**config.mk**
```make
export PLATFORM = sky130hd
export DESIGN_NAME = win_detector
export DESIGN_NICKNAME = d
export VERILOG_FILES = /design/src/rtl/win_detector.sv
export SDC_FILE = /design/constraint.sdc
export NUM_CORES = 1
export LEC_CHECK = 0
export CORE_MARGIN = 2
export CORE_UTILIZATION = 40
export DETAILED_ROUTE_END_ITERATION = 8
export HOLD_SLACK_MARGIN = 0.12
export PLACE_DENSITY = 0.61
export SYNTH_ARGS = -nofsm -noshare
export SYNTH_HDL_FRONTEND = slang
export SYNTH_SLANG_ARGS = --single-unit
```
**constraint.sdc**
```tcl
create_clock -name clk -period 2.4 [get_ports clk]
set_input_delay 0.24 -clock clk [delete_from_list [all_inputs] [get_ports clk]]
set_output_delay 0.24 -clock clk [all_outputs]
set_load 0.01 [all_outputs]
```
**src/rtl/win_detector.sv**
```systemverilog
// Three-in-a-row win detector: snapshots a committed board, scans the eight
// winning lines one per clock and holds the registered verdict until cleared.
module win_detector #(
  parameter bit EARLY_EXIT  = 1'b1,
  parameter bit DRAW_ENABLE = 1'b1
) (
  input  logic       clk,
  input  logic       rst_n,
  input  logic [8:0] board_p1_i,
  input  logic [8:0] board_p2_i,
  input  logic       board_valid_i,
  input  logic       clear_game_i,
  output logic [1:0] detect_win_o,
  output logic [2:0] win_line_o,
  output logic       busy_o,
  output logic       done_o,
  output logic       game_over_o
);

  typedef enum logic [1:0] {StIdle, StScan, StFinish, StHold} state_e;

  state_e     state_q;
  logic [2:0] idx_q;
  logic [8:0] p1_q, p2_q;
  logic [1:0] rec_res_q;
  logic [2:0] rec_line_q;
  logic [1:0] detect_q;
  logic [2:0] line_q;
  logic       busy_q, done_q;

  logic [8:0] mask;
  logic [1:0] line_res_d;
  logic       board_full;

  function automatic logic [8:0] line_mask(input logic [2:0] idx);
    logic [8:0] m;
    unique case (idx)
      3'd0: m = 9'b000_000_111;
      3'd1: m = 9'b000_111_000;
      3'd2: m = 9'b111_000_000;
      3'd3: m = 9'b001_001_001;
      3'd4: m = 9'b010_010_010;
      3'd5: m = 9'b100_100_100;
      3'd6: m = 9'b100_010_001;
      3'd7: m = 9'b001_010_100;
      default: m = 9'b000_000_000;
    endcase
    return m;
  endfunction

  // Player 1 wins ties when both players fully occupy the same line.
  always_comb begin
    mask       = line_mask(idx_q);
    line_res_d = 2'b00;
    if ((p1_q & mask) == mask) begin
      line_res_d = 2'b01;
    end else if ((p2_q & mask) == mask) begin
      line_res_d = 2'b10;
    end
    board_full = &(p1_q | p2_q);
  end

  // A line evaluated on one edge is recorded, then acted on the following edge.
  always_ff @(posedge clk or negedge rst_n) begin
    if (!rst_n) begin
      state_q    <= StIdle;
      idx_q      <= 3'd0;
      p1_q       <= 9'd0;
      p2_q       <= 9'd0;
      rec_res_q  <= 2'b00;
      rec_line_q <= 3'd0;
      detect_q   <= 2'b00;
      line_q     <= 3'd0;
      busy_q     <= 1'b0;
      done_q     <= 1'b0;
    end else begin
      done_q <= 1'b0;
      if (clear_game_i) begin
        state_q    <= StIdle;
        detect_q   <= 2'b00;
        line_q     <= 3'd0;
        busy_q     <= 1'b0;
        rec_res_q  <= 2'b00;
        rec_line_q <= 3'd0;
      end else begin
        unique case (state_q)
          StIdle: begin
            if (board_valid_i) begin
              p1_q       <= board_p1_i;
              p2_q       <= board_p2_i;
              idx_q      <= 3'd0;
              rec_res_q  <= 2'b00;
              rec_line_q <= 3'd0;
              busy_q     <= 1'b1;
              state_q    <= StScan;
            end
          end
          StScan: begin
            if (EARLY_EXIT && (rec_res_q != 2'b00)) begin
              detect_q <= rec_res_q;
              line_q   <= rec_line_q;
              done_q   <= 1'b1;
              busy_q   <= 1'b0;
              state_q  <= StHold;
            end else begin
              if ((rec_res_q == 2'b00) && (line_res_d != 2'b00)) begin
                rec_res_q  <= line_res_d;
                rec_line_q <= idx_q;
              end
              if (idx_q == 3'd7) begin
                state_q <= StFinish;
              end else begin
                idx_q <= idx_q + 3'd1;
              end
            end
          end
          StFinish: begin
            done_q <= 1'b1;
            busy_q <= 1'b0;
            if (rec_res_q != 2'b00) begin
              detect_q <= rec_res_q;
              line_q   <= rec_line_q;
              state_q  <= StHold;
            end else if (DRAW_ENABLE && board_full) begin
              detect_q <= 2'b11;
              line_q   <= 3'd0;
              state_q  <= StHold;
            end else begin
              state_q <= StIdle;
            end
          end
          StHold: begin
            state_q <= StHold;
          end
          default: state_q <= StIdle;
        endcase
      end
    end
  end

  assign detect_win_o = detect_q;
  assign win_line_o   = line_q;
  assign busy_o       = busy_q;
  assign done_o       = done_q;
  assign game_over_o  = (detect_q != 2'b00);

endmodule

```
# Word-level counts from Yosys, hierarchy flattened
# Memory sizes are Yosys's and may differ from the RTL's.
# Index checks and enable logic that the tools add are counted.
# W data, S select, Z words.
dict set report op_classes {
  n_addsub 1
  eq_ne 15
  mux 39
  n_bitwise 4
  reduce_logical 17
}
# op count
set ops {}
lappend ops {{$mux W2} 16}
lappend ops {{$mux W3} 10}
lappend ops {{$and A9 B9 Y9} 2}
lappend ops {{$eq A9 B9 Y1} 2}
lappend ops {{$pmux W3 S2} 3}
lappend ops {{$ne A3 B3 Y1 const B} 4}
lappend ops {{$or A9 B9 Y9} 1}
lappend ops {{$reduce_and A3 Y1} 3}
lappend ops {{$reduce_and A9 Y1} 1}
lappend ops {{$ne A4 B4 Y1 const B} 2}
lappend ops {{$pmux W2 S2} 2}
lappend ops {{$pmux W2 S4} 1}
lappend ops {{$reduce_bool A2 Y1} 4}
lappend ops {{$ne A2 B2 Y1 const B} 3}
lappend ops {{$reduce_bool A3 Y1} 2}
lappend ops {{$mux W1} 5}
lappend ops {{$reduce_and A5 Y1} 1}
lappend ops {{$eq A2 B2 Y1 const B} 2}
lappend ops {{$logic_not A2 Y1} 2}
lappend ops {{$reduce_and A4 Y1} 1}
lappend ops {{$reduce_bool A4 Y1} 1}
lappend ops {{$add A3 B1 Y3 const B} 1}
lappend ops {{$eq A3 B3 Y1 const B} 1}
lappend ops {{$pmux W1 S3} 1}
lappend ops {{other kinds (5)} 5}
dict set report word_totals {
  regBits 35
  romBits 72
  input_bits 22
  elab_cells 87
  n_memories 1
}
# name words width read_ports rd_clocked_by_memory_dff write_ports line_no
set memory_table {}
lappend memory_table {{(name not given)} 8 9 1 0 0 37} ;# unique case (idx)

# Longest topological paths before layout
# Gate-level depths: netlist of the first run.
# An unclocked memory read counts as a cell.
dict set report depth {
  ltp_word 11
  depth_mapped 9
  depth_no_buf 8
}

# Worst setup path before layout of the first run
# No wires, ideal clock.
dict set report synth_timing {
  path_type {register to register}
  startpoint {register idx_q[0]}
  endpoint {register rec_line_q[0]}
  setup_ns 0.126
  t_arrival_ns 2.247
  slack_ns 0.026
  path_stages_with_launch 9
  period_less_slack_ns 2.374
  cell_sequence {dfrtp_1 > inv_1 > ha_1 > nor2b_1 > o21ai_0 > o221ai_1 > or4_4 > and2_4 > a311o_1}
}
dict set report synth_between {
  elab_chain_cells 9
  word_cells_on_any_way 15
  cone_classes {eq/ne: 3; mux: 6; bitwise: 2; reduce/logical: 3; memory: 1}
}
# element line_no
set synth_rtl {}
lappend synth_rtl {{from (decl)} 23} ;# logic [2:0] idx_q;
lappend synth_rtl {{from (signal assigned)} 113} ;# idx_q <= idx_q + 3'd1;
lappend synth_rtl {{$mem_v2 Z8 W9} --}
lappend synth_rtl {{$and A9 B9 Y9} 57} ;# end else if ((p2_q & mask) == mask) begin
lappend synth_rtl {{$eq A9 B9 Y1} 57}
lappend synth_rtl {{$mux W2} 57}
lappend synth_rtl {{$mux W2} 55} ;# if ((p1_q & mask) == mask) begin
lappend synth_rtl {{$reduce_bool A2 Y1} 106} ;# if ((rec_res_q == 2'b00) && (line_res_d != 2'b00)) begin
lappend synth_rtl {{$logic_and A1 B1 Y1} 106}
lappend synth_rtl {{$ne A3 B3 Y1 (no source line)} --}
lappend synth_rtl {{$reduce_and A4 Y1 (no source line)} --}
lappend synth_rtl {{to (signal assigned)} 108} ;# rec_line_q <= idx_q;
lappend synth_rtl {{to (decl)} 26} ;# logic [2:0] rec_line_q;
# Parallel ways exist; a longest one is shown, timed or not. The select of a mux whose other input is x is not followed.
# A chain may end at the register's enable or synchronous reset.

# Worst setup path in the final report of the first run
dict set report layout_timing {
  startpoint {register idx_q[1]}
  endpoint {register rec_line_q[1]}
}
# The elaborated chain is that of the path after synthesis.

==> metrics.md, run 1 <==
| Metric | Value |
|---|---|
| Longest Clk Path Bufs | `2` |
| Die width | `73.5 microns` |
| Yosys warns | `0` |
| Critical Path Sink Type | `flip-flop` |
| CTS Buf Count | `5` |
| Site Rows | `25` |
| Max-capacitance violation count | `0` |
| Slew Limit Fails | `0` |
| Leakage power | `0.00103 uW` |
| Cells after DPL | `272` |
| Yosys cell types | `39` |
| Global route overflow | `0` |
| Clock Sink Count | `35` |
| Initial antenna violation count | `0` |
| Pin count of the biggest net entering global routing | `36` |
| Unrepaired setup endpoints after global routing | `true` |
| Outcome | `completed` |
| H-tree levels | `2` |
| Iteration-0 DRC Markers | `105` |
| Tcrit/Tclk final | `98.5%` |
| DIE HEIGHT | `73.5 microns` |
| Gate Count Post-Synth | `187` |
| Clk Tree Root Cell | `clkbuf_8` |
| Total number of vias | `1597` |
| First-pass DRT Iterations | `4` |
| Drt total wl | `4420 microns` |
| Via-to-Cell Ratio | `5.56` |
| Most frequent cells in the layout | `dfrtp_1, clkdlybuf4s50_1, mux2_2, buf_4` |
| Hold Fails Final Rpt | `0` |
| Peak VDD IR | `603 uV` |
| I/O pins | `30` |
| Worst setup path start | `idx_q[1]` |
| Least-Margin Pin Slew | `441 ps` |
| Worst r2r src | `idx_q[1]` |
| Ys async rst share | `100%` |
| Post-synthesis sequential area ratio | `45.3%` |
| Most common cell after layout, fill and taps aside | `dfrtp_1` |
| Power per Cell Area | `1130 mW/mm^2` |
| CP Max Fanout | `6` |
| Worst hold path class | `in2async` |
| Final cell count without fillers | `287` |
| First-pass GRT wire length | `7310 microns` |
| Final GP Congestion | `0.841` |
| Post-route minimum period | `2360 ps` |
| Primary FF master, synth | `dfrtp_1` |
| Final HPWL DP | `3250 microns` |
| Vias in the first global route | `1628` |
| Synthesized net count | `220` |
| Number of synthesized flops with an enable pin | `0` |
| Register bit total from synthesis | `35` |
| Placed instance area | `0.00233 sq mm` |
| CTS tree | `yes` |
| Relative slew slack | `70.6%` |
| Clock latency on the worst-skew pair | `280 ps` |
| Worst Setup Start Kind | `flip-flop` |
| Die area | `0.00541 sq mm` |
| Clock skew | `8.89 ps` |
| Core area | `0.00469 sq mm` |
| N_diodes | `0` |
| Synthesized area | `0.00193 sq mm` |
| GRT Overall Usage | `17.7%` |
| Max Freq | `423 MHz` |
| I/O Buffers | `29` |
| Synth-to-layout area growth | `29.9%` |
| Drt drc | `0` |
| Wire per inst | `15.4 microns` |
| Clock Pin Slew Worst Setup and Hold Paths | `70 ps` |
| Final net count | `265` |
| WP data arrival | `2530 ps` |
| CP required | `2570 ps` |
| Mean Syn Cell Area | `10.3 sq um` |
| Starting Density | `41.2%` |
| Antenna-violating nets left | `0` |
| CP Class | `reg2reg` |
| Setup violators final | `0` |
| Share of layout cells above drive strength 1 | `24.5%` |
| Fin area | `0.00251 sq mm` |
final timing paths:
check,depth (start not counted),slack [ps],to
setup / recovery,7,40,rec_line_q[1]
hold / removal,2,370,state_q[0]
setup reg to reg,7,40,rec_line_q[1]
hold reg to reg,2,480,win_line_o[2]
max in group asynchronous,2,1690,idx_q[1]
min in group clk,2,480,win_line_o[2]
flip-flops by register name (all words and copies together), names as in the netlist:
signal / count
rec_res_q: 2
p1_q: 9
p2_q: 9
detect_win_o: 2
win_line_o: 3
idx_q: 3
state_q: 2
rec_line_q: 3
busy_o: 1
done_o: 1
cell type report:
cell class,instances,area [sq um]
fillers,421,2180
multi-input cells,132,1020
flip-flops and latches,35,878
repair buffers,45,414
clock buffers,7,76.3
well taps,54,67.6
inverters,13,48.8
clock inverters,1,5.00
logic make-up (layout without fill, tap and decap cells):
kind of cell / after synthesis / count (layout) / synth area share (%)
muxes: 22 / 22 / 12.6
and+or+nand+nor: 52 / 52 / 14.4
adders and majority gates: 11 / 11 / 7.12
AOI/OAI and AO/OA: 47 / 47 / 16.3
DFF: 35 / 35 / 45.3
buffers and inverters: 20 / 66 / 4.27
worst max-delay path, cell delays in order (launching register included):
cell     delay [ps]
dfrtp_2         480
ha_4            200
mux2i_4         160
nor2_2           60
or3_1           340
or4_4           580
and2_4          170
a311o_1         260
cells in the mapped netlist, drive strengths merged, types with 2 or more instances:
cell type	count	area [sq um]
mux2	19	214
nor3b	3	22.5
nand2b	2	12.5
nor2	13	48.8
o21ai	8	40.0
mux2i	3	30.0
nor3	9	50.1
or4	3	26.3
o21a	2	15.0
ha	11	138
nor2b	3	18.8
inv	13	48.8
o22ai	8	50.1
a311oi	2	17.5
a21oi	12	60.1
nand2	11	41.3
dfrtp	35	876
or2	2	12.5
clkbuf	6	22.5
a311o	3	30.0
o31ai	3	22.5
what timing repair did:
action | in CTS | in global routing
gates resized for setup | 5 | 10
endpoints found under the setup margin | 3 | 4
hold buffers | 0 | 0
setup buffers | 6 | 1
pin swaps | 1 | 9
where the power goes:
| part | internal (uW) | leakage, uW | switching, uW |
|---|---|---|---|
| logic | 727 | 0.000550 | 675 |
| registers | 801 | 0.000442 | 223 |
| clock network | 203 | 0.0000422 | 201 |
| total | 1730 | 0.00103 | 1100 |
stage by stage:
step	power (uW)	worst slack (ps)	setup TNS, ps	hold slack (ps)	utilization [%]
CTS	2760	10.2	0	385	52.5
floorplan	1850	26.3	0	-55.6	-
global route	3050	-31.8	-112	420	53.6
global placement	2190	52.0	0	463	49.6
finish	2830	37.0	0	365	53.6
detailed placement	2260	-75.0	-205	476	49.6
routing by layer:
metal	vias up	part of all wire, %	wire, microns	GRT usage [%]
met3	19	4.7	206	4.66
met5	-	0	0	0
met2	53	51	2250	31.3
met4	0	3.1	136	9.09
li1	765	-	-	-
met1	760	41	1820	19.3
No activity file was read; power rests on OpenSTA's default activity.
==> inputs of run 2 (changes only) <==
--- a/config.mk
+++ b/config.mk
@@ -5,11 +5,14 @@
 export SDC_FILE = /design/constraint.sdc
 export NUM_CORES = 1
 export LEC_CHECK = 0
+export CELL_PAD_IN_SITES_DETAIL_PLACEMENT = 1
+export CELL_PAD_IN_SITES_GLOBAL_PLACEMENT = 2
 export CORE_MARGIN = 2
-export CORE_UTILIZATION = 40
+export CORE_UTILIZATION = 31
 export DETAILED_ROUTE_END_ITERATION = 8
+export GPL_TIMING_DRIVEN = 0
 export HOLD_SLACK_MARGIN = 0.12
-export PLACE_DENSITY = 0.61
+export PLACE_DENSITY_LB_ADDON = 0.1
 export SYNTH_ARGS = -nofsm -noshare
 export SYNTH_HDL_FRONTEND = slang
 export SYNTH_SLANG_ARGS = --single-unit
==> metrics.md, run 2 (synthesis results as in run 1) <==
| Metric | Value |
|---|---|
| Drt drc | `0 (unchanged)` |
| N_diodes | `0 (unchanged)` |
| CP cell instances | `buf_6 -> ha_4 -> inv_2 -> o22ai_2 -> or3_4 -> or4_4 -> a2111oi_4 -> a311o_1` |
| Wire per inst | `16.5 microns (+7.3%)` |
| Worst path max stage delay | `470 ps (-110 ps)` |
| Max Freq | `426 MHz (+0.58%)` |
| Setup violators final | `0 (unchanged)` |
| Fin area | `0.00265 sq mm (+5.3%)` |
| Global route overflow | `0 (unchanged)` |
| Clock Pin Slew Worst Setup and Hold Paths | `80 ps (about the same)` |
| Synth-to-layout area growth | `36.8%` |
| Clock skew | `5.42 ps (-3.47 ps)` |
| DIE HEIGHT | `83.0 microns (+13%)` |
| Total Neg Setup Slack | `0 ps (unchanged)` |
| GRT Overall Usage | `15.9% (-1.8 points)` |
| Outcome | `completed` |
| Peak VDD IR | `467 uV (-23%)` |
| Core area | `0.00599 sq mm (+28%)` |
| Most frequent cells in the layout | `dfrtp_1, clkdlybuf4s50_1, mux2_2, nor2_1` |
| Antenna-violating nets left | `0 (unchanged)` |
| Die area | `0.00689 sq mm (+27%)` |
| CTS Buf Count | `5 (unchanged)` |
| Design Power | `3130 uW (+11%)` |
| Final net count | `269 (+1.5%)` |
| Hold Fails Final Rpt | `0 (unchanged)` |
| Longest Clk Path Bufs | `2 (unchanged)` |
| Pin count of the biggest net entering global routing | `36 (unchanged)` |
| Critical Path Sink Type | `flip-flop` |
| Fill count | `658 (+56%)` |
| First-pass DRT Iterations | `4 (unchanged)` |
| Clock Sink Count | `35 (unchanged)` |
| H-tree levels | `2 (unchanged)` |
| I/O pins | `30 (unchanged)` |
| Largest registers | `p1_q: 9 flops, p2_q: 9 flops` |
| Final HPWL DP | `3820 microns (+17%)` |
| CP required | `2640 ps (+70 ps)` |
| Most common cell after layout, fill and taps aside | `dfrtp_1` |
| CP Max Fanout | `5 (-1)` |
| Tcrit/Tclk final | `97.9% (-0.56 points)` |
| Initial antenna violation count | `0 (unchanged)` |
| Final GP Congestion | `0.757 (-9.9%)` |
| CTS tree | `yes` |
| Total number of vias | `1588 (-0.56%)` |
| Die width | `83.0 microns (+13%)` |
| Relative slew slack | `46.8% (-24 points)` |
| Power per Cell Area | `1180 mW/mm^2 (+5.2%)` |
| Drt total wl | `5150 microns (+17%)` |
| Leakage power | `0.00107 uW (+3.6%)` |
| CP Class | `reg2reg` |
| Worst Setup Start Kind | `flip-flop` |
| Clk Tree Root Cell | `clkbuf_8` |
| Clock latency on the worst-skew pair | `290 ps (about the same)` |
| Max-capacitance violation count | `0 (unchanged)` |
| I/O Buffers | `29 (unchanged)` |
| First-pass GRT wire length | `8750 microns (+20%)` |
| Least-Margin Pin Slew | `799 ps (+357 ps)` |
| Post-route minimum period | `2350 ps (-13.5 ps)` |
| Vias in the first global route | `1768 (+8.6%)` |
| Slowest-stage cell, CP | `dfrtp_2` |
| Starting Density | `32.3% (-8.9 points)` |
| Via-to-Cell Ratio | `5.09 (-8.5%)` |
| Share of layout cells above drive strength 1 | `27.8% (+3.4 points)` |
| Slew Limit Fails | `0 (unchanged)` |
| Worst hold path class | `reg2reg` |
| Site Rows | `28 (+12%)` |
| Iteration-0 DRC Markers | `57 (-46%)` |
| WP data arrival | `2590 ps (+60 ps)` |
| Placed instance area | `0.00231 sq mm (-0.54%)` |
-- run 2: cell types whose count changed in the layout (fill, tap and decap cells not counted), sizes merged --
cell	change
buf	-1
clkbuf	+4
bufinv	+1
clkinv	-1
clkdlybuf4s50	-1
dlygate4sd3	+1
inv	+1
-- run 2: per-layer routing --
metal / vias to the layer above / global-route usage (%) / share of wire, %
met5: - / 0 / 0
met1: 779 / 17.1 / 40
met2: 26 / 29.5 / 54
met4: 0 / 6.86 / 2.3
li1: 772 / - / -
met3: 11 / 3.88 / 3.0
-- run 2: critical path: cells and delay by family, from the launching register on --
kind	cells	cell delay [ps]
buffers and inverters	2	220
adders and majority gates	1	150
and+or+nand+nor	2	830
AOI/OAI and AO/OA	3	630
DFF	1	470
-- run 2: area by class of cell --
class | count | area, sq um | area share, %
plain buffers | 6 | 32.5 | 1.23
clock buffers | 6 | 82.6 | 3.12
clock inverters | 2 | 38.8 | 1.47
inverters | 13 | 53.8 | 2.03
multi-input cells | 132 | 1070 | 40.4
flip-flops and latches | 35 | 878 | 33.2
well taps | 75 | 93.8 | 3.55
repair buffers | 43 | 397 | 15.0
-- run 2: per-stage QoR --
stage                     util [%]  cells  hold slack (ps)  worst slack (ps)
after global placement        38.7    291              465              -177
final                         44.2    312              488              50.5
after floorplan                  -    187            -55.6              26.3
after CTS                     42.8    308              496             -34.4
after global routing          44.2    312              527             -3.43
after detailed placement      38.6    291              385              -256
-- run 2: final timing paths --
kind	from	endpoint	slack (ps)	cells past startpoint
min in group asynchronous	rst_n	done_o	560	2
max in group asynchronous	rst_n	idx_q[1]	1260	2
setup reg to reg	idx_q[0]	rec_line_q[1]	50	8
setup / recovery	idx_q[0]	rec_line_q[1]	50	8
hold / removal	win_line_o[0]	win_line_o[0]	490	2
hold reg to reg	win_line_o[0]	win_line_o[0]	490	2
-- run 2: where the power goes --
part / switching (uW) / total [uW] / internal (uW)
Clock: 230 / 571 / 342
Sequential: 235 / 1040 / 800
Combinational: 731 / 1530 / 797
Total: 1200 / 3130 / 1940
-- run 2: repair_timing --
item                                   4_1_cts  5_1_grt
hold buffers                                 1        0
setup endpoints to repair                   21        6
resized for setup                           14       13
pin swaps                                    9        6
setup buffers                                9        4
endpoints found under the hold margin       35        0
==> inputs of run 3 (changes only) <==
--- a/config.mk
+++ b/config.mk
@@ -12,7 +12,7 @@
 export DETAILED_ROUTE_END_ITERATION = 8
 export GPL_TIMING_DRIVEN = 0
 export HOLD_SLACK_MARGIN = 0.12
-export PLACE_DENSITY_LB_ADDON = 0.1
+export PLACE_DENSITY_LB_ADDON = 0.25
 export SYNTH_ARGS = -nofsm -noshare
 export SYNTH_HDL_FRONTEND = slang
 export SYNTH_SLANG_ARGS = --single-unit
==> metrics.md, run 3 (synthesis results as in run 1) <==
| Metric | Value |
|---|---|
| Final HPWL DP | `3440 microns (-9.9%)` |
| Longest Clk Path Bufs | `2 (unchanged)` |
| WP data arrival | `2570 ps (-20 ps)` |
| DIE HEIGHT | `83.0 microns (unchanged)` |
| I/O pins | `30 (unchanged)` |
| GR Util met1 | `17.0% (-0.15 points)` |
| Power per Cell Area | `1170 mW/mm^2 (-1.5%)` |
| Clock Pin Slew Worst Setup and Hold Paths | `70 ps (about the same)` |
| Peak VDD IR | `471 uV (+0.98%)` |
| CTS tree | `yes` |
| Core area | `0.00599 sq mm (unchanged)` |
| Die area | `0.00689 sq mm (unchanged)` |
| H-tree levels | `2 (unchanged)` |
| Drt total wl | `4800 microns (-6.9%)` |
| Final GP Congestion | `0.743 (-1.9%)` |
| Slew Limit Fails | `0 (unchanged)` |
| GR Util met3 | `3.18% (-0.70 points)` |
| Global route overflow | `0 (unchanged)` |
| CTS Buf Count | `5 (unchanged)` |
| Vias in the first global route | `1662 (-6.0%)` |
| Most frequent cells in the layout | `dfrtp_1, clkdlybuf4s50_1, mux2_2, nor2_1, a21oi_1` |
| Antenna-violating nets left | `0 (unchanged)` |
| Largest registers | `p1_q: 9 flops, p2_q: 9 flops` |
| CP Max Fanout | `4 (-1)` |
| Synth-to-layout area growth | `34.9%` |
| Outcome | `completed` |
| Busiest layer in global routing | `met2` |
| Tcrit/Tclk final | `98.2% (+0.33 points)` |
| Hold Fails Final Rpt | `0 (unchanged)` |
| Leakage power | `0.00107 uW (-0.53%)` |
| Critical Path Sink Type | `flip-flop` |
| Share of layout cells above drive strength 1 | `26.3% (-1.6 points)` |
| Site Rows | `28 (unchanged)` |
| Post-route minimum period | `2360 ps (+7.87 ps)` |
| Max Freq | `424 MHz (-0.33%)` |
| Unrepaired setup endpoints after global routing | `true` |
| Relative slew slack | `46.8% (about the same)` |
| Clock Sink Count | `35 (unchanged)` |
| Clk Tree Root Cell | `clkbuf_8` |
| Placed instance area | `0.00231 sq mm (unchanged)` |
| Final net count | `268 (-0.37%)` |
| Clock latency on the worst-skew pair | `280 ps (about the same)` |
| Least-Margin Pin Slew | `799 ps (+0.151 ps)` |
| Worst hold path class | `reg2reg` |
| Drt drc | `0 (unchanged)` |
| Total number of vias | `1568 (-1.3%)` |
| First-pass DRT Iterations | `4 (unchanged)` |
| Pin count of the biggest net entering global routing | `36 (unchanged)` |
| GRT Overall Usage | `14.5% (-1.5 points)` |
| I/O Buffers | `29 (unchanged)` |
| Via-to-Cell Ratio | `5.04 (-0.94%)` |
| Worst Setup Start Kind | `flip-flop` |
| Fin area | `0.00261 sq mm (-1.4%)` |
| Met2 Use GR | `26.1% (-3.4 points)` |
| Initial antenna violation count | `0 (unchanged)` |
| Most common cell after layout, fill and taps aside | `dfrtp_1` |
| Max-capacitance violation count | `0 (unchanged)` |
| Die width | `83.0 microns (unchanged)` |
| CP Class | `reg2reg` |
| Starting Density | `32.3% (unchanged)` |
| Layout Utilization | `43.6% (-0.61 points)` |
| Clock skew | `6.62 ps (+1.21 ps)` |
| CP required | `2610 ps (-30 ps)` |
| First-pass GRT wire length | `8040 microns (-8.1%)` |
| Wire per inst | `15.4 microns (-6.6%)` |
| N_diodes | `0 (unchanged)` |
| Setup violators final | `0 (unchanged)` |
| Iteration-0 DRC Markers | `49 (-14%)` |
[run 3: cell type report]
cell class,instances,area (sq um)
buffer,6,32.5
clock buffer,6,82.6
clock inverter,2,35.0
fill,673,3380
inverter,13,51.3
multi-input combinational,132,1050
sequential,35,878
tap,75,93.8
timing repair buffer,42,389
[run 3: worst paths after layout]
kind	startpoint	endpoint	slack (ps)	cells after the start
max	idx_q[0]	rec_res_q[1]	40	10
min	win_line_o[1]	win_line_o[1]	480	2
max reg2reg	idx_q[0]	rec_res_q[1]	40	10
min reg2reg	win_line_o[1]	win_line_o[1]	480	2
max in group asynchronous	rst_n	idx_q[1]	1270	2
min in group asynchronous	rst_n	state_q[0]	570	2
[run 3: what timing repair did]
action,4_1_cts,5_1_grt
resized for setup,14,7
endpoints found under the hold margin,35,0
hold buffers,1,0
buffers inserted,12,0
endpoints found under the setup margin,19,17
pin swaps,7,2
[run 3: critical path: stages (launching register included)]
cell	delay [ps]
dfrtp_2	470
buf_6	140
ha_1	200
inv_2	70
buf_4	110
mux2_4	150
o221ai_1	120
or4_4	540
buf_4	170
o21a_1	180
nor3_2	150
[run 3: stage by stage]
stage | cells | power, uW | worst slack (ps) | TNS, ps | hold WS (ps)
finish | 311 | 3040 | 42.6 | 0 | 479
global route | 311 | 3270 | -45.3 | -66.4 | 515
detailed placement | 291 | 2240 | -238 | -2650 | 380
floorplan | 187 | 1850 | 26.3 | 0 | -55.6
CTS | 312 | 3020 | 0.700 | 0 | 488
global placement | 291 | 2220 | -236 | -2790 | 463
[run 3: per-layer routing]
layer,routed length [microns],up-vias
met5,0,-
met1,2020,749
met2,2560,34
met3,160,6
met4,59,0
li1,-,779
[run 3: power breakdown]
| group | switching, uW | leakage, uW | internal, uW | total, uW |
|---|---|---|---|---|
| clock network | 215 | 0.0000612 | 336 | 551 |
| logic | 724 | 0.000563 | 750 | 1470 |
| registers | 219 | 0.000442 | 800 | 1020 |
